--- config.mk ---
export PLATFORM = sky130hd
export DESIGN_NAME = stream_compare_nch
export DESIGN_NICKNAME = d
export VERILOG_FILES = /design/src/rtl/stream_compare_pkg.sv /design/src/rtl/stream_compare_fifo.sv /design/src/rtl/stream_compare_nch.sv
export SDC_FILE = /design/constraint.sdc
export NUM_CORES = 1
export LEC_CHECK = 0
export CORE_ASPECT_RATIO = 1.75
export CORE_MARGIN = 2
export CORE_UTILIZATION = 61
export DETAILED_ROUTE_END_ITERATION = 16
export PLACE_DENSITY = 0.8
export SLEW_MARGIN = 20
export SYNTH_ARGS = -nofsm -noshare
export SYNTH_HDL_FRONTEND = slang
export SYNTH_SLANG_ARGS = --single-unit
--- constraint.sdc ---
create_clock -name clk -period 5.2 [get_ports clk]
set_clock_uncertainty 0.05 [all_clocks]
set_input_delay 1.04 -clock clk [delete_from_list [all_inputs] [get_ports clk]]
set_output_delay 1.04 -clock clk [all_outputs]
set_load 0.02 [all_outputs]
--- src/rtl/stream_compare_pkg.sv ---
// Shared helpers for the multi-channel stream comparator: FIFO address sizing
// and saturating counter increment.
package stream_compare_pkg;

    // Widest counter the saturating helper supports.
    localparam int unsigned SAT_MAX_W = 64;

    function automatic int unsigned depth_clog2(input int unsigned depth);
        int unsigned r;
        r = 0;
        for (int unsigned i = 0; i < 32; i++) begin
            if ((64'd1 << i) < 64'(depth)) begin
                r = i + 1;
            end
        end
        return r;
    endfunction

    // Increments value but holds at the all-ones value of the given width.
    function automatic logic [SAT_MAX_W-1:0] sat_inc(
        input logic [SAT_MAX_W-1:0] value,
        input int unsigned          width
    );
        logic [SAT_MAX_W-1:0] max_v;
        if (width >= SAT_MAX_W) begin
            max_v = '1;
        end else begin
            max_v = (64'd1 << width) - 64'd1;
        end
        if (value >= max_v) begin
            return max_v;
        end
        return value + 64'd1;
    endfunction

endpackage

--- src/rtl/stream_compare_fifo.sv ---
// Single-clock FIFO with wrap-bit pointers; full/empty decode only registered
// pointers, and the head word is readable in the cycle it becomes visible.
module stream_compare_fifo
    import stream_compare_pkg::*;
#(
    parameter int DATA_W = 32,
    parameter int DEPTH  = 16
) (
    input  logic              clk,
    input  logic              rst,
    input  logic              wr_en,
    input  logic [DATA_W-1:0] wr_data,
    input  logic              rd_en,
    output logic [DATA_W-1:0] rd_data,
    output logic              full,
    output logic              empty
);

    localparam int AW = int'(depth_clog2(DEPTH));

    logic [DATA_W-1:0] mem_q [DEPTH];
    logic [AW:0]       wr_ptr_q;
    logic [AW:0]       rd_ptr_q;
    logic              do_wr;
    logic              do_rd;

    assign do_wr = wr_en & ~full;
    assign do_rd = rd_en & ~empty;

    always_ff @(posedge clk) begin
        if (rst) begin
            wr_ptr_q <= '0;
            rd_ptr_q <= '0;
        end else begin
            if (do_wr) begin
                wr_ptr_q <= wr_ptr_q + 1'b1;
            end
            if (do_rd) begin
                rd_ptr_q <= rd_ptr_q + 1'b1;
            end
        end
    end

    always_ff @(posedge clk) begin
        if (do_wr) begin
            mem_q[wr_ptr_q[AW-1:0]] <= wr_data;
        end
    end

    // Combinational head read so a word is compared the cycle after it lands.
    assign rd_data = mem_q[rd_ptr_q[AW-1:0]];
    assign full    = (wr_ptr_q[AW] != rd_ptr_q[AW]) &&
                     (wr_ptr_q[AW-1:0] == rd_ptr_q[AW-1:0]);
    assign empty   = (wr_ptr_q == rd_ptr_q);

endmodule

--- src/rtl/stream_compare_nch.sv ---
// N-channel stream comparator: per-channel alignment FIFOs, word-by-word
// compare of every channel against channel 0, saturating counters.
module stream_compare_nch
    import stream_compare_pkg::*;
#(
    parameter int DATA_W     = 32,
    parameter int N_CH       = 2,
    parameter int FIFO_DEPTH = 16,
    parameter int CNT_W      = 32
) (
    input  logic                       clk,
    input  logic                       rst,
    input  logic [N_CH*DATA_W-1:0]     s_axis_tdata,
    input  logic [N_CH-1:0]            s_axis_tvalid,
    output logic [N_CH-1:0]            s_axis_tready,
    input  logic                       clear,
    output logic [CNT_W-1:0]           word_count,
    output logic [(N_CH-1)*CNT_W-1:0]  err_count,
    output logic                       first_err_valid,
    output logic [CNT_W-1:0]           first_err_word,
    output logic [N_CH-2:0]            first_err_mask
);

    logic                              ready_en_q;
    logic [N_CH-1:0]                   full;
    logic [N_CH-1:0]                   empty;
    logic [N_CH-1:0]                   wr_en;
    logic [N_CH-1:0][DATA_W-1:0]       head;
    logic                              do_compare;
    logic [N_CH-2:0]                   mismatch;

    logic [CNT_W-1:0]                  word_count_q,  word_count_d;
    logic [N_CH-2:0][CNT_W-1:0]        err_count_q,   err_count_d;
    logic                              first_err_valid_q, first_err_valid_d;
    logic [CNT_W-1:0]                  first_err_word_q,  first_err_word_d;
    logic [N_CH-2:0]                   first_err_mask_q,  first_err_mask_d;

    function automatic logic [CNT_W-1:0] cnt_inc(input logic [CNT_W-1:0] v);
        logic [SAT_MAX_W-1:0] ext;
        ext            = '0;
        ext[CNT_W-1:0] = v;
        ext            = sat_inc(ext, CNT_W);
        return ext[CNT_W-1:0];
    endfunction

    // ready_en_q keeps tready low through reset and for its release edge.
    generate
        for (genvar gi = 0; gi < N_CH; gi++) begin : g_ch
            assign s_axis_tready[gi] = ready_en_q & ~full[gi];
            assign wr_en[gi]         = s_axis_tvalid[gi] & s_axis_tready[gi];

            stream_compare_fifo #(
                .DATA_W (DATA_W),
                .DEPTH  (FIFO_DEPTH)
            ) u_fifo (
                .clk     (clk),
                .rst     (rst),
                .wr_en   (wr_en[gi]),
                .wr_data (s_axis_tdata[gi*DATA_W +: DATA_W]),
                .rd_en   (do_compare),
                .rd_data (head[gi]),
                .full    (full[gi]),
                .empty   (empty[gi])
            );
        end

        for (genvar gi = 1; gi < N_CH; gi++) begin : g_cmp
            assign mismatch[gi-1] = (head[gi] != head[0]);
        end
    endgenerate

    assign do_compare = ~|empty;

    always_comb begin
        word_count_d      = word_count_q;
        err_count_d       = err_count_q;
        first_err_valid_d = first_err_valid_q;
        first_err_word_d  = first_err_word_q;
        first_err_mask_d  = first_err_mask_q;
        if (clear) begin
            // A set popped alongside clear is dropped from the statistics.
            word_count_d      = '0;
            err_count_d       = '0;
            first_err_valid_d = 1'b0;
            first_err_word_d  = '0;
            first_err_mask_d  = '0;
        end else if (do_compare) begin
            word_count_d = cnt_inc(word_count_q);
            for (int c = 0; c < N_CH - 1; c++) begin
                if (mismatch[c]) begin
                    err_count_d[c] = cnt_inc(err_count_q[c]);
                end
            end
            if ((|mismatch) && !first_err_valid_q) begin
                first_err_valid_d = 1'b1;
                first_err_word_d  = word_count_q;
                first_err_mask_d  = mismatch;
            end
        end
    end

    always_ff @(posedge clk) begin
        if (rst) begin
            ready_en_q        <= 1'b0;
            word_count_q      <= '0;
            err_count_q       <= '0;
            first_err_valid_q <= 1'b0;
            first_err_word_q  <= '0;
            first_err_mask_q  <= '0;
        end else begin
            ready_en_q        <= 1'b1;
            word_count_q      <= word_count_d;
            err_count_q       <= err_count_d;
            first_err_valid_q <= first_err_valid_d;
            first_err_word_q  <= first_err_word_d;
            first_err_mask_q  <= first_err_mask_d;
        end
    end

    assign word_count      = word_count_q;
    assign err_count       = err_count_q;
    assign first_err_valid = first_err_valid_q;
    assign first_err_word  = first_err_word_q;
    assign first_err_mask  = first_err_mask_q;

endmodule

==> results.toml <==
[synthesis]
synth.distinct_cells = 57
postSynthCellCount = 2305
ys_top_cells_by_count = "edfxtp_1, mux4_2, nand2_1"
netlist_area_um2 = 44400
synth_fp_nets = 2386
synth_ff_type = "edfxtp_1"
synth-seq-cells = 1151
synth_sequential_area_ratio_pct = 74.9
synth_area_per_cell_um2 = 19.3
synth_top_area_cell = "edfxtp_1"
synth-edff-count = 1024
yosys_warnings = 0
synth_top_area_share_pct = 69.2
synth.most_common_cell = "edfxtp_1"
ys_top_cells_by_area = "edfxtp_1, mux4_2, dfxtp_1"
async_reset_ff_share_pct = 0

[sta]
maxSlewViolCount = 0
hold_viol = 0
max_freq_mhz = 209
setup_violations = 0
worst_pin_slew_ns = 1.13
rsz0062_at_grt = "false"
max_slew_margin_pct = 24.7
fin_tns_setup_ns = 0
finalCritPeriodShare_pct = 91.9
period_needed_ns = 4.78
hold_slack_ns = 0.415

[worst_setup_path]
crit_path_frequent_cell = "buf_4"
cp-endpoint = "first_err_word[18]"
cpPeakStageDelay_ns = 0.85
crit_arrival_ns = 5.31
crit_path_start_kind = "flop"
cp.required_ns = 5.73
worstPathCellList = "buf_4 -> buf_4 -> mux4_2 -> a22oi_1 -> nand2_1 -> xor2_1 -> nor4_1 -> nand4_1 -> o21ai_4 -> buf_12 -> nor2_4 -> mux2i_1"
end_kind = "flop"
r2r_setup_slack_ns = 0.42
slowest_stage = "nor2_4"
r2r_end = "first_err_word[18]"
critical_path_class = "reg -> reg"
path_max_fanout = 49
r2r_cells = 12

[cts]
clock_path_buffers = 3
numClockSinks = 1151
clk_pin_slew_worst_paths_ns = 0.07
hold_buffers = 0
cts_tree = "yes"
cts_root_buf = "clkbuf_16"
tritoncts.num_buffers = 95
clock_latency_ns = 0.68
post-cts-setup-buffers = 0
htree_levels = 3
ctsResizeCount = 0

[placed_design]
hpwl_um = 62200
gp_congestion = 0.850
placed_cell_area_um2 = 47700
portBuffers = 168

[finish]
drive_gt1_share_pct = 21.2
finalInstanceArea_um2 = 50900
syn_to_final_growth_pct = 14.6
fillers = 4187
fin_nets = 2619

[global_routing]
track_usage_pct = 28.8
antenna_found_initial = 13
grt_pass1_vias = 24700
grt_first_pass_wirelength_um = 158000
grt_max_degree = 50
gr-total-overflow = 0

[routing]
drt_first_pass_iters = 7
avgViaCountPerCell = 6.71
ant_nets = 0
wl_um = 108000
drt_iter0_markers = 2858
post_drt_wl_per_cell_um = 30.5
vias = 23800
drc = 0

[die]
die_y_um = 361
fp.dieArea_um2 = 75100
fp.coreArea_um2 = 71900
die_w_um = 208
row_count = 130
start_util_pct = 61.8
ioPinCount = 169

[worst_hold_path]
hold_class = "reg -> reg"
hold_start = "first_err_word[9]"

[power_and_ir_drop]
p_total_mw = 18.5
p_per_area_nw_per_um2 = 364
ir_worst_vdd_mv = 0.354
p_leak_nw = 15.8

[run]
maxCapViolCount = 0

[status]
outcome = "completed"
critical path, delay by kind of cell (launching register included):
kind | cells | cell delay [ns]
compound gates | 2 | 0.24
xor+xnor | 1 | 0.55
buf+inv | 3 | 0.81
flops | 1 | 0.73
mux | 2 | 0.62
simple gates | 4 | 1.63
logic make-up after synthesis:
group,synth area share (%)
buffers and inverters,1.47
AND/OR/NAND/NOR,4.07
adder cells (fa/ha/maj),0.338
flip-flops,74.9
multiplexers,13.7
XOR/XNOR,1.64
AO/OA/AOI/OAI,3.86
placed cells by master, fill, tap and decap left out, drive strengths merged, types with 5 or more instances in the layout:
master,netlist,routed
edfxtp,1024,1024
mux4,256,256
clkdlybuf4s50,0,168
nand2,161,161
a22oi,131,131
dfxtp,127,127
clkbuf,78,118
buf,47,93
nor2,87,87
xor2,64,64
a21oi,36,36
clkinv,0,35
mux2i,32,32
nand3,29,29
nand4,25,25
inv,15,23
and3,21,21
nor3,20,20
xnor2,19,19
nor4,14,14
o21ai,13,13
ha,12,12
diode,0,10
a31oi,9,9
bufinv,0,9
nor2b,8,8
o41ai,7,7
a211oi,6,6
clkinvlp,0,6
and2,6,6
or3,5,5
or4,5,5
o311a,5,5
state kept, by name, summed over array words and instances, names as in the netlist, named ones only:
name	cells
g_ch.u_fifo.wr_ptr_q	10
first_err_mask	1
ready_en_q	1
word_count	32
g_ch.u_fifo.mem_q	1024
first_err_valid	1
g_ch.u_fifo.rd_ptr_q	10
first_err_word	32
err_count	32
how the worst min path moves through the flow:
| stage | to | slack [ns] | depth (start not counted) |
|---|---|---|---|
| after CTS | first_err_word[9] | 0.41 | 2 |
| final | first_err_word[9] | 0.42 | 2 |
| after global routing | first_err_word[21] | 0.43 | 2 |
| after detailed placement | first_err_word[4] | 0.40 | 2 |
| after floorplan | first_err_word[10] | 0.48 | 2 |
| after global placement | first_err_word[6] | 0.39 | 2 |
layout make-up:
| class | count | area [um^2] | share of cell area (%) |
|---|---|---|---|
| Sequential cell | 1151 | 33300 | 65.4 |
| Multi-Input combinational cell | 1014 | 10800 | 21.1 |
| Clock buffer | 118 | 2570 | 5.04 |
| Timing Repair Buffer | 261 | 2470 | 4.85 |
| Tap cell | 924 | 1160 | 2.27 |
| Clock inverter | 58 | 566 | 1.11 |
| Inverter | 15 | 56.3 | 0.111 |
| Antenna cell | 10 | 25.0 | 0.0492 |
stage by stage:
step / util [%] / instances / setup slack (ns)
floorplan: - / 2305 / 0.489
global placement: 66.4 / 3365 / 0.624
detailed placement: 66.4 / 3365 / 0.494
CTS: 70.8 / 3541 / 0.458
global route: 70.8 / 3549 / 0.361
finish: 70.8 / 3551 / 0.422
power breakdown:
group,internal (mW),total [mW],switching [mW]
Combinational,0.501,1.11,0.613
Sequential,10.1,10.1,0.0406
Clock,3.98,7.26,3.27
Total,14.6,18.5,3.93
layer usage:
layer	vias up	GRT usage, %	wire length [um]
met4	6	14.4	5530
li1	9859	-	-
met3	310	5.47	8970
met1	12300	34.6	36500
met5	-	0	41
met2	1380	50.1	57400
No activity file was read; power rests on OpenSTA's default activity.
==> RTL change 1, RTL diff (same flow settings) <==
`DATA_W` is set to 32 in 2 places; all go to 40.
--- a/src/rtl/stream_compare_fifo.sv
+++ b/src/rtl/stream_compare_fifo.sv
@@ -3,7 +3,7 @@
 module stream_compare_fifo
     import stream_compare_pkg::*;
 #(
-    parameter int DATA_W = 32,
+    parameter int DATA_W = 40,
     parameter int DEPTH  = 16
 ) (
     input  logic              clk,
--- a/src/rtl/stream_compare_nch.sv
+++ b/src/rtl/stream_compare_nch.sv
@@ -3,7 +3,7 @@
 module stream_compare_nch
     import stream_compare_pkg::*;
 #(
-    parameter int DATA_W     = 32,
+    parameter int DATA_W     = 40,
     parameter int N_CH       = 2,
     parameter int FIFO_DEPTH = 16,
     parameter int CNT_W      = 32
Interface: changed (resized s_axis_tdata); port bits go from 169 to 185. No check against the original RTL was run, so the function may have changed too.
==> RTL change 1 against the unedited design <==
Final area rose by 21%. Fmax is 0.74% higher. Worst setup slack better by 35 ps. Non-clock buffer count increased by 37. Synthesized cell count rose by 15%. Final cell count up 18%. Sequential cell count increased by 256. Area after synthesis rose by 22%. Routed wire length rose by 23%. Count of clock-buffer cells in the layout grew 24. Power up 21%. Critical path depth increased by 1.
==> RTL change 1: results (changes against the unedited design) <==
register bit count reported by yosys: 1407 (+22%)
CP delay by family, top: buffers and inverters
largest net degree at the start of global routing: 63 (+26%)
Multi-In Gates: 1081 (+6.6%)
status: finished clean
Nets: 3009 (+15%)
met2 WL: 69900 um (+22%)
clkbuf count: 142 (+20%)
Fill cells: 5025 (+20%)
RR Endpoint: err_count[2]
synth top area cells: edfxtp_1, mux4_2, dfxtp_1
fraction of layout cells with a size suffix above 1: 22.1% (+0.84 points)
Synthesized Nets: 2742 (+15%)
Synth cell types: 51 (-11%)
met3 wire length: 11700 um (+30%)
met1 usage: 36.4% (+1.9 points)
Detailed Routing Iterations Pass 1: 6 (-1)
All-Layer GR Usage: 29.5% (+0.68 points)
area occupied by registers: 41000 um^2 (+23%)
buffer share of cell area: 4.62% (-0.23 points)
Final Cycle Share: 91.2% (-0.68 points)
Leak: 19.1 nW (+21%)
combinational power: 1.39 mW (+25%)
fraction of area in multi-input gates: 20.4% (-0.75 points)
WL met1: 45200 um (+24%)
first-pass GRT wire length: 194000 um (+23%)
Crit path largest cell delay: 600 ps (-250 ps)
n_diodes: 12 (+2)
slowest CP cell: a221oi_1
vias in the first global route: 29300 (+18%)
## RTL change 1: changes by cell type in the layout (fill, tap and decap cells not counted), moves of 25 or more
cell,unedited run,this run
a221oi_1,1,52
a22o_1,0,55
a22oi_1,130,43
edfxtp_1,1024,1280
mux4_2,256,321
nand2_1,161,127
xnor2_1,19,52
xor2_1,64,39
## RTL change 1: worst register-to-register path, delay by kind of cell (launching register included)
kind / cells / cell delay (ps)
AND/OR/NAND/NOR: 4 / 970
buffers and inverters: 4 / 1240
multiplexers: 1 / 590
flip-flops: 1 / 560
XOR/XNOR: 1 / 250
AO/OA/AOI/OAI: 3 / 1020
## RTL change 1: through the flow
stage	instances	hold WS (ps)
2_1_floorplan	2645	449
3_3_place_gp	3962	388
3_5_place_dp	3962	406
4_1_cts	4178	415
5_1_grt	4184	435
6_report	4191	414
==> RTL change 2, RTL diff (config.mk and constraints unchanged) <==
Made on the original files. Put one more register stage on the output `err_count`, without a reset. The value now appears one clock later. The other outputs are not delayed to match.
--- a/src/rtl/stream_compare_nch.sv
+++ b/src/rtl/stream_compare_nch.sv
@@ -118,7 +118,9 @@
     end
 
     assign word_count      = word_count_q;
-    assign err_count       = err_count_q;
+    always_ff @(posedge clk) begin
+        err_count <= err_count_q;
+    end
     assign first_err_valid = first_err_valid_q;
     assign first_err_word  = first_err_word_q;
     assign first_err_mask  = first_err_mask_q;
Check against the original RTL: not equivalent (a bounded check fails within 4 cycles, from zero or initial values and one cycle with rst high).
==> RTL change 2 against the unedited design <==
Area after synthesis grew 1.5%. Routed wire length down 0.31%. Global-route usage increased by 0.19 points. Sequential share of layout area is 0.38 points higher. Clock power increased by 4.0%. Sequential cell count rose by 32. Core utilization fell by 0.78 points. Worst setup slack worse by 13 ps. Largest cell class unchanged. Largest power group unchanged. Final area is 1.3% higher. Power rose by 2.8%.
==> RTL change 2: results (changes against the unedited design) <==
status: finished clean
Nets: 2625 (+0.23%)
final WL: 108000 um (-0.31%)
relative slew slack: 28.2% (+3.6 points)
initial antenna violation count: 9 (-4)
top cells by count, synth: edfxtp_1, mux4_2, nand2_1, dfxtp_1, a22oi_1
dpl cells: 3381 (+0.48%)
All-Layer GR Usage: 29.0% (+0.19 points)
vias per cell: 6.64 (-1.1%)
Num CTS Buffers: 98 (+3.2%)
first-pass GRT wire length: 160000 um (+0.74%)
DRT iter0 DRCs: 2644 (-7.5%)
synth top area cells: edfxtp_1, mux4_2, dfxtp_1
vias in the first global route: 24700 (+0.024%)
Post-Syn Area per Cell: 19.4 um^2 (+0.50%)
fraction of layout cells with a size suffix above 1: 20.4% (-0.86 points)
Detailed Routing Iterations Pass 1: 5 (-2)
GPL Wtd Cong: 0.823 (-3.2%)
peak supply drop: 0.000290 V (-18%)
Leak: 16.0 nW (+1.3%)
slowest CP cell: dfxtp_4
Avg WL per Cell: 30.3 um (-0.78%)
Largest register FFs: 1024 (unchanged)
pre-CTS setup slack: 344 ps (-150 ps)
sequential cell area fraction in the yosys report: 75.2% (+0.28 points)
Synth cell types: 54 (-5.3%)
Crit path largest cell delay: 790 ps (-60 ps)
number of enable flip-flop cells after synthesis: 1024 (unchanged)
largest net degree at the start of global routing: 67 (+34%)
## RTL change 2: cell count changes after synthesis, moves of 9 or more
| cell | change |
|---|---|
| nand4_1 | -9 |
| dfxtp_1 | +32 |
| nand2_1 | +19 |
| buf_2 | +10 |
## RTL change 2: report_power, final
group / leakage, nW / internal, mW / switching [mW]
sequential: 10.5 / 10.4 / 0.0404
clock: 1.59 / 4.23 / 3.32
combinational: 3.90 / 0.486 / 0.605
## RTL change 2: routing by layer
layer  vias to the layer above  GRT usage (%)  part of all wire, %
met2                      1319           51.2                   53
met1                     12200           33.3                   33
met5                         -              0                0.049
met4                         8           16.4                  5.7
li1                       9838              -                    -
met3                       341           5.42                  7.7
## RTL change 2: worst paths after layout
check,from,end,slack [ps],cells after the start
max,flop,err_count_q[11],410,12
min,err_count_q[23],err_count[23],340,0
max reg2reg,flop,err_count_q[11],410,12
min reg2reg,err_count_q[23],err_count[23],340,0
## RTL change 2: repair_timing
action,CTS,global route
buffers inserted,0,0
setup endpoints to repair,0,2
resized for setup,0,1
endpoints found under the hold margin,0,0
## RTL change 2: cell type report
| type | instances | area (um^2) |
|---|---|---|
| Timing Repair Buffer | 240 | 2330 |
| Clock buffer | 115 | 2600 |
| Multi-Input combinational cell | 1006 | 10800 |
| Antenna cell | 6 | 15.0 |
| Clock inverter | 65 | 671 |
| Fill cell | 4314 | 22100 |
| Inverter | 15 | 56.3 |
| Tap cell | 938 | 1170 |
| Sequential cell | 1183 | 33900 |
## RTL change 2: cells by family (layout without fill, tap and decap cells)
logic type,count (synthesis),in the layout,share of synthesized area (%)
buffers and inverters,140,435,1.49
muxes,296,296,13.7
DFF,1183,1183,75.2
adders and majority gates,12,12,0.333
xor gates and xnor gates,88,88,1.71
and+or+nand+nor,386,386,3.85
other,0,6,0
AOI/OAI and AO/OA,224,224,3.69
